[src/rtl/int_pending_register.sv]
// Interrupt pending register: synchronises five raw device lines and latches them
// as level- or edge-sensitive pending bits with write-1-to-clear and status readback.
module int_pending_register #(
    parameter int unsigned PS2_INT_POS   = 0,
    parameter int unsigned ETH_INT_POS   = 1,
    parameter int unsigned IDE_INT_POS   = 2,
    parameter int unsigned QUART_INT_POS = 3,
    parameter int unsigned TIMER_INT_POS = 4
) (
    input  logic        clock,
    input  logic        reset,
    input  logic        ps2_raw,
    input  logic        eth_raw,
    input  logic        ide_raw,
    input  logic        quart_raw,
    input  logic        timer_raw,
    input  logic        write,
    input  logic        mode_cs,
    input  logic        clear_cs,
    input  logic [31:0] data_in,
    output logic [31:0] data_out,
    output logic        ps2_irq,
    output logic        eth_irq,
    output logic        ide_irq,
    output logic        quart_irq,
    output logic        timer_irq
);

    localparam logic [2:0] P_PS2   = 3'(PS2_INT_POS);
    localparam logic [2:0] P_ETH   = 3'(ETH_INT_POS);
    localparam logic [2:0] P_IDE   = 3'(IDE_INT_POS);
    localparam logic [2:0] P_QUART = 3'(QUART_INT_POS);
    localparam logic [2:0] P_TIMER = 3'(TIMER_INT_POS);

    localparam logic [7:0] IMPL_MASK = (8'h01 << P_PS2)   | (8'h01 << P_ETH) |
                                       (8'h01 << P_IDE)   | (8'h01 << P_QUART) |
                                       (8'h01 << P_TIMER);

    logic [7:0] r_s1;
    logic [7:0] r_s2;
    logic [7:0] r_s3;
    logic [7:0] r_mode;
    logic [7:0] r_pending;

    logic [7:0] w_raw;
    logic [7:0] w_wdata;
    logic       w_wr_mode;
    logic       w_wr_clear;
    logic [7:0] w_set;
    logic [7:0] w_clr;
    logic [7:0] w_edge_next;
    logic [7:0] w_pending_next;

    always_comb begin
        w_raw          = '0;
        w_raw[P_PS2]   = ps2_raw;
        w_raw[P_ETH]   = eth_raw;
        w_raw[P_IDE]   = ide_raw;
        w_raw[P_QUART] = quart_raw;
        w_raw[P_TIMER] = timer_raw;
    end

    assign w_wdata    = data_in[31:24] & IMPL_MASK;
    assign w_wr_mode  = write & mode_cs;
    assign w_wr_clear = write & clear_cs;

    // Set term is OR'd after the clear mask so a coincident set beats the clear.
    // r_mode is the pre-write value, so a same-cycle mode write never affects the clear.
    assign w_set          = r_s2 & ~r_s3;
    assign w_clr          = w_wr_clear ? w_wdata : '0;
    assign w_edge_next    = w_set | (r_pending & ~w_clr);
    assign w_pending_next = ((r_mode & w_edge_next) | (~r_mode & r_s2)) & IMPL_MASK;

    always_ff @(posedge clock or posedge reset) begin
        if (reset) begin
            r_s1      <= '0;
            r_s2      <= '0;
            r_s3      <= '0;
            r_mode    <= '0;
            r_pending <= '0;
        end else begin
            r_s1      <= w_raw;
            r_s2      <= r_s1;
            r_s3      <= r_s2;
            r_pending <= w_pending_next;
            if (w_wr_mode)
                r_mode <= w_wdata;
        end
    end

    assign data_out  = {r_pending, r_mode, r_s2, 8'h00};

    assign ps2_irq   = r_pending[P_PS2];
    assign eth_irq   = r_pending[P_ETH];
    assign ide_irq   = r_pending[P_IDE];
    assign quart_irq = r_pending[P_QUART];
    assign timer_irq = r_pending[P_TIMER];

endmodule

[config.mk]
export PLATFORM = sky130hd
export DESIGN_NAME = int_pending_register
export DESIGN_NICKNAME = d
export VERILOG_FILES = /design/src/rtl/int_pending_register.sv
export SDC_FILE = /design/constraint.sdc
export NUM_CORES = 1
export LEC_CHECK = 0
export ABC_AREA = 1
export CAP_MARGIN = 10
export CORE_MARGIN = 3
export CORE_UTILIZATION = 33
export CTS_CLUSTER_SIZE = 14
export DETAILED_ROUTE_END_ITERATION = 8
export PLACE_DENSITY = 0.78
export SYNTH_ARGS = -nofsm -noshare
export SYNTH_HDL_FRONTEND = slang
export SYNTH_SLANG_ARGS = --single-unit
[constraint.sdc]
create_clock -name clock -period 0.9 [get_ports clock]
set_clock_uncertainty 0.05 [all_clocks]
set_input_delay 0.18 -clock clock [delete_from_list [all_inputs] [get_ports clock]]
set_output_delay 0.18 -clock clock [all_outputs]
set_load 0.1 [all_outputs]
==> metrics.md, run 1 <==
| Metric | Value |
|---|---|
| Die area | `3780 µm²` |
| Achievable frequency | `790.8 MHz` |
| First-pass GRT wire length | `3.146 mm` |
| Max-Cap Viols | `0` |
| CP Cell Sequence | `buf_12` |
| Initial DRC Count | `14` |
| Post-synthesis mux area share | `0` |
| Worst-path fanout max | `3` |
| Cell Pwr Density | `2101 nW/µm²` |
| Worst r2r src | `r_mode[4]$_DFFE_PP0P_` |
| # DRC | `0` |
| Largest net degree at the start of global routing | `26` |
| GRT Util Overall | `0.1128` |
| Critical path buffers and inverters | `1` |
| Pre-Repair DR Iteration Count | `3` |
| CP Data Arrival Time | `1030 ps` |
| Seq cells post-synth | `25` |
| Mapped Cells | `101` |
| IR drop worst, VDD | `0.0007840 V` |
| Unrepaired setup endpoints after global routing | `yes` |
| Worst path top cell family by delay | `flip-flops` |
| Vert. Die Dim | `61.49 µm` |
| Antenna violations before repair | `0` |
| Reg2Reg Setup Slack | `-180 ps` |
| Vias post-DR | `727` |
| Clk Latency, worst-skew pair | `310 ps` |
| Mapped Area | `1016 µm²` |
| Starting Density | `0.3561` |
| Net count reported at finish | `191` |
| Clk sinks | `25` |
| Setup crit end kind | `output port` |
| PnR worst setup slack | `-364.5 ps` |
| Post-synthesis compound-gate area fraction | `0` |
| Post-route core utilization | `0.6114` |
| Reg clk slew, reported paths | `140 ps` |
| Static Leakage | `0.8437 nW` |
| Layout Area Growth over Synthesis | `71.67%` |
| Port bufs | `34` |
| Routed wire length per instance | `11.34 µm` |
| Minimum clock period | `1265 ps` |
| N_diodes | `0` |
| Die X | `61.49 µm` |
| Clock buffer depth | `2` |
| Main combinational cell family by area after synthesis | `buffers and inverters` |
| Pwr Total | `0.003665 W` |
| Hold crit path type | `in2async` |
| Count of final setup violators | `27` |
| Post-synthesis cell type count | `8` |
| Failing checks | `setup timing` |
| Crit start category | `flip-flop` |
| Required time worst endpoint | `670 ps` |
| Worst r2r path cells | `6` |
| H-tree level count | `1` |
| R2r endpoint | `r_pending[4]$_DFF_PP0_` |
| Syn_area_per_cell | `10.06 µm²` |
| Total wire length | `2.030 mm` |
| # fillers | `222` |
| CP max stage delay | `540 ps` |
| CORE AREA | `2853 µm²` |
| Layout cells sized above 1 | `0.4595` |
| Io pins | `79` |
| CTS Root Cell | `clkbuf_4` |
| Area of the multi-input gates | `284.0 µm²` |
| Final Wtd Congestion | `0.7998` |
| CTS tree | `yes` |
| Placement Setup Slack | `-336.2 ps` |
| Hold Violations, Final | `0` |
| Post-synthesis adder-cell area fraction | `0` |
| Post-Synth Simple-Gate Area | `0.1847` |
| Final period util | `1.405` |
| Overflow after GRT | `0` |
| Synth Area in XOR/XNOR | `0` |
| Part of the Yosys area used for sequential elements | `0.6158` |
| Synth Warn # | `0` |
| CTS Buf Count | `3` |
| DP Wirelength | `1.462 mm` |
| Critical path class | `reg2out` |
| Status | `finished with violations` |
| Slew Viols, Final | `0` |
| Vias per cell | `4.061` |
| Row cnt | `19` |
| Number of global-route vias before repair | `738` |
| Slowest cell on crit path | `dfrtp_4` |
| Register Area | `669.4 µm²` |
| Post-DRT Antenna Nets | `0` |
[routing by layer]
metal | vias to the layer above | global-route usage | share of wire
met5 | - | 0 | 0
met4 | 0 | 0.05152 | 0.0064
met3 | 2 | 0.03145 | 0.074
met2 | 28 | 0.1868 | 0.54
met1 | 336 | 0.1357 | 0.38
li1 | 361 | - | -
[synthesized netlist by cell type]
cell     number  area [µm²]
buf_4        22       165.2
dfrtp_1      25       625.6
conb_1        1       3.750
inv_1         6       22.52
buf_6         1       11.26
nand2_1      35       131.4
nand3_1      10       50.05
nand2_2       1       6.260
[logic make-up (layout without fill, tap and decap cells)]
group         count (synthesis)  in the layout
buf+inv                      29             60
flops                        25             25
other cells                   1             17
simple gates                 46             46
[stage by stage]
| stage | hold slack, ps | TNS [ps] | cells | cell area (µm²) |
|---|---|---|---|---|
| final | 112.1 | -7313 | 179 | 1744 |
| after detailed placement | 284.6 | -2636 | 164 | 1573 |
| after global placement | 282.3 | -2444 | 164 | 1573 |
| after CTS | 103.9 | -7265 | 177 | 1689 |
| after floorplan | 157.2 | -1379 | 117 | 1182 |
| after global routing | 93.53 | -8642 | 179 | 1744 |
[worst max-delay path by stage]
stage	cells after the start	startpoint	slack, ps	end
finish	1	r_pending[0]$_DFF_PP0_	-360	data_out[24]
global route	1	r_pending[0]$_DFF_PP0_	-410	data_out[24]
CTS	1	r_pending[4]$_DFF_PP0_	-380	timer_irq
detailed placement	5	write	-340	r_pending[0]$_DFF_PP0_
global placement	5	write	-300	r_pending[4]$_DFF_PP0_
floorplan	1	r_pending[0]$_DFF_PP0_	-160	data_out[24]
[flip-flops by register name (all words and copies together), names as in the netlist]
signal	count
r_mode	5
r_pending	5
r_s1	5
r_s2	5
r_s3	5
[report_power, final]
group / internal, W / leakage [nW] / switching [W]
logic: 0.000577 / 0.550 / 0.00123
registers: 0.00125 / 0.279 / 0.000114
clock network: 0.000169 / 0.0139 / 0.000325
[what timing repair did]
action,CTS,global route
endpoints found under the setup margin,23,30
pin swaps,0,5
buffers inserted,9,5
gates resized for setup,5,18
hold buffers,0,0
[layout by cell type, fill, tap and decap left out, drive strengths merged]
cell type | Yosys | routed
nand2 | 36 | 36
buf | 23 | 36
dfrtp | 25 | 25
conb | 1 | 17
clkdlybuf4s50 | 0 | 14
nand3 | 10 | 10
inv | 6 | 6
clkbuf | 0 | 3
clkinvlp | 0 | 1
[layout make-up]
cell class	instances	area share
Timing Repair Buffer	50	0.4010
Clock inverter	1	0.004304
Multi-Input combinational cell	63	0.1628
Tap cell	31	0.02224
Clock buffer	3	0.01291
Inverter	6	0.01291
Sequential cell	25	0.3838
No activity file was read; power rests on OpenSTA's default activity.
==> inputs of run 2 (changes only) <==
CORE_UTILIZATION = 35   (was 33)
PLACE_DENSITY = 0.82   (was 0.78)
clock period = 1.5 ns   (was 0.9 ns; I/O delays follow)
==> run 2 against run 1 <==
Compared with the run above: the flow now finishes without violations; largest cell class is now sequential cells; die area is 5.2% lower; sequential power is 41% lower; critical endpoint is now data_out[16]; sequential share of layout area is 2.3 points higher; final cell count is 7.3% lower; critical path depth stayed put; routed wire length is 13% lower.
==> metrics.md, run 2 (synthesis gave the netlist of run 1 again) <==
| Metric | Value |
|---|---|
| Status | `completed` |
| # fillers | `214 (-3.6%)` |
| Static Leakage | `0.7855 nW (-6.9%)` |
| Crit start category | `flip-flop` |
| IR drop worst, VDD | `0.0009457 V (+21%)` |
| Unrepaired setup endpoints after global routing | `no` |
| Net count reported at finish | `179 (-6.3%)` |
| Final setup TNS | `0 ps (+7313 ps)` |
| Final Wtd Congestion | `0.7832 (-2.1%)` |
| Achievable frequency | `750.8 MHz` |
| Io pins | `79 (unchanged)` |
| Clk Latency, worst-skew pair | `310 ps (about the same)` |
| Initial DRC Count | `7 (-7)` |
| CTS Hold Bufs | `0 (unchanged)` |
| Antenna violations before repair | `0 (unchanged)` |
| CTS Root Cell | `clkbuf_4` |
| Critical path class | `reg2out` |
| Worst path top cell family by delay | `flip-flops` |
| Max-Cap Viols | `0 (unchanged)` |
| Required time worst endpoint | `1150 ps (+480 ps)` |
| Layout cells sized above 1 | `0.2500 (-0.2095)` |
| Final period util | `0.8880` |
| Register Area | `631.9 µm² (-5.6%)` |
| Hold crit path type | `in2async` |
| Port bufs | `34 (unchanged)` |
| Clk sinks | `25 (unchanged)` |
| Postcts setup bufs | `0 (-9)` |
| Setup crit end kind | `output port` |
| Slew Viols, Final | `0 (unchanged)` |
| Clock buffer depth | `2 (unchanged)` |
| H-tree level count | `1 (unchanged)` |
| Hold Violations, Final | `0 (unchanged)` |
| CTS Buf Count | `3 (unchanged)` |
| Slowest cell on crit path | `dfrtp_1` |
| Number of global-route vias before repair | `706 (-4.3%)` |
| Reg clk slew, reported paths | `130 ps (about the same)` |
| Cell Pwr Density | `1339 nW/µm² (-36%)` |
| Vert. Die Dim | `59.88 µm (-2.6%)` |
| Pwr Total | `0.002081 W (-43%)` |
| Count of final setup violators | `0 (-100%)` |
| Routed wire length per instance | `10.69 µm (-5.7%)` |
| N_diodes | `0 (unchanged)` |
| Row cnt | `18 (-1)` |
| Overflow after GRT | `0 (unchanged)` |
| # DRC | `0 (unchanged)` |
| Vias per cell | `4.241 (+4.4%)` |
| Worst-path fanout max | `4 (+1)` |
| DP Wirelength | `1.473 mm (+0.77%)` |
| Worst hold slack | `248.0 ps (+135.9 ps)` |
| Layout Area Growth over Synthesis | `52.96%` |
| Total wire length | `1.775 mm (-13%)` |
| Die X | `59.88 µm (-2.6%)` |
| CORE AREA | `2613 µm² (-8.4%)` |
| Most common cell after layout, fill and taps aside | `nand2_1` |
| GRT Util Overall | `0.1127 (about the same)` |
| Starting Density | `0.3889 (+0.03275)` |
| Vias post-DR | `704 (-3.2%)` |
| Die area | `3585 µm² (-5.2%)` |
| Number of gates resized after cts | `0 (-5)` |
| CP Cell Sequence | `buf_12` |
| Minimum clock period | `1332 ps` |
| Pre-Repair DR Iteration Count | `4 (+1)` |
| Post-DRT Antenna Nets | `0 (unchanged)` |
| First-pass GRT wire length | `3.008 mm (-4.4%)` |
| Largest net degree at the start of global routing | `26 (unchanged)` |
| Most frequent cells in the layout | `35 x nand2_1, 21 x buf_12, 20 x dfrtp_1` |
| Critical path buffers and inverters | `1 (unchanged)` |
| CTS tree | `yes` |
| CP max stage delay | `470 ps (-70 ps)` |
| CP Data Arrival Time | `980 ps (-50 ps)` |
| Area of the multi-input gates | `251.5 µm² (-11%)` |
## run 2: cell count changes in the layout (fill, tap and decap cells not counted), moves of 5 or more
cell     change
buf_4        -5
buf_6        -7
dfrtp_1     +10
dfrtp_4     -10
nand2_1     +11
nand2_2     -10
## run 2: per-stage QoR
step | instance area, µm² | std cells | setup WS [ps] | util
floorplan | 1082 | 117 | 103.7 | -
detailed placement | 1526 | 162 | 149.7 | 0.5843
finish | 1554 | 166 | 168.1 | 0.5948
CTS | 1554 | 166 | 147.7 | 0.5948
global placement | 1526 | 162 | 171.9 | 0.5843
global route | 1554 | 166 | 98.52 | 0.5948
## run 2: where the power goes
part	switching (W)	leakage (nW)	internal [W]	total, W
Clock	0.000189	0.0177	0.0000996	0.000288
Combinational	0.000702	0.478	0.000287	0.000989
Sequential	0.0000726	0.290	0.000731	0.000804
## run 2: cell type report
type	count	area share
Clock buffer	3	0.01449
Clock inverter	1	0.003221
Inverter	6	0.01449
Multi-Input combinational cell	63	0.1618
Sequential cell	25	0.4066
Tap cell	30	0.02415
Timing Repair Buffer	38	0.3752
## run 2: final timing paths
kind,cells after the start,start,endpoint,slack (ps)
setup / recovery,1,r_mode[0]$_DFFE_PP0P_,data_out[16],170
hold / removal,3,reset,r_s1[4]$_DFF_PP0_,250
setup reg to reg,4,r_mode[1]$_DFFE_PP0P_,r_pending[1]$_DFF_PP0_,650
hold reg to reg,0,r_s1[4]$_DFF_PP0_,r_s2[4]$_DFF_PP0_,320
max in group asynchronous,3,reset,r_pending[3]$_DFF_PP0_,1000
min in group clock,0,r_s1[4]$_DFF_PP0_,r_s2[4]$_DFF_PP0_,320
## run 2: routing by layer
metal,part of all wire,GRT usage,vias to the layer above
li1,-,-,337
met1,0.35,0.1126,327
met2,0.54,0.2099,36
met3,0.088,0.02808,4
met4,0.016,0.06013,0
met5,0,0,-
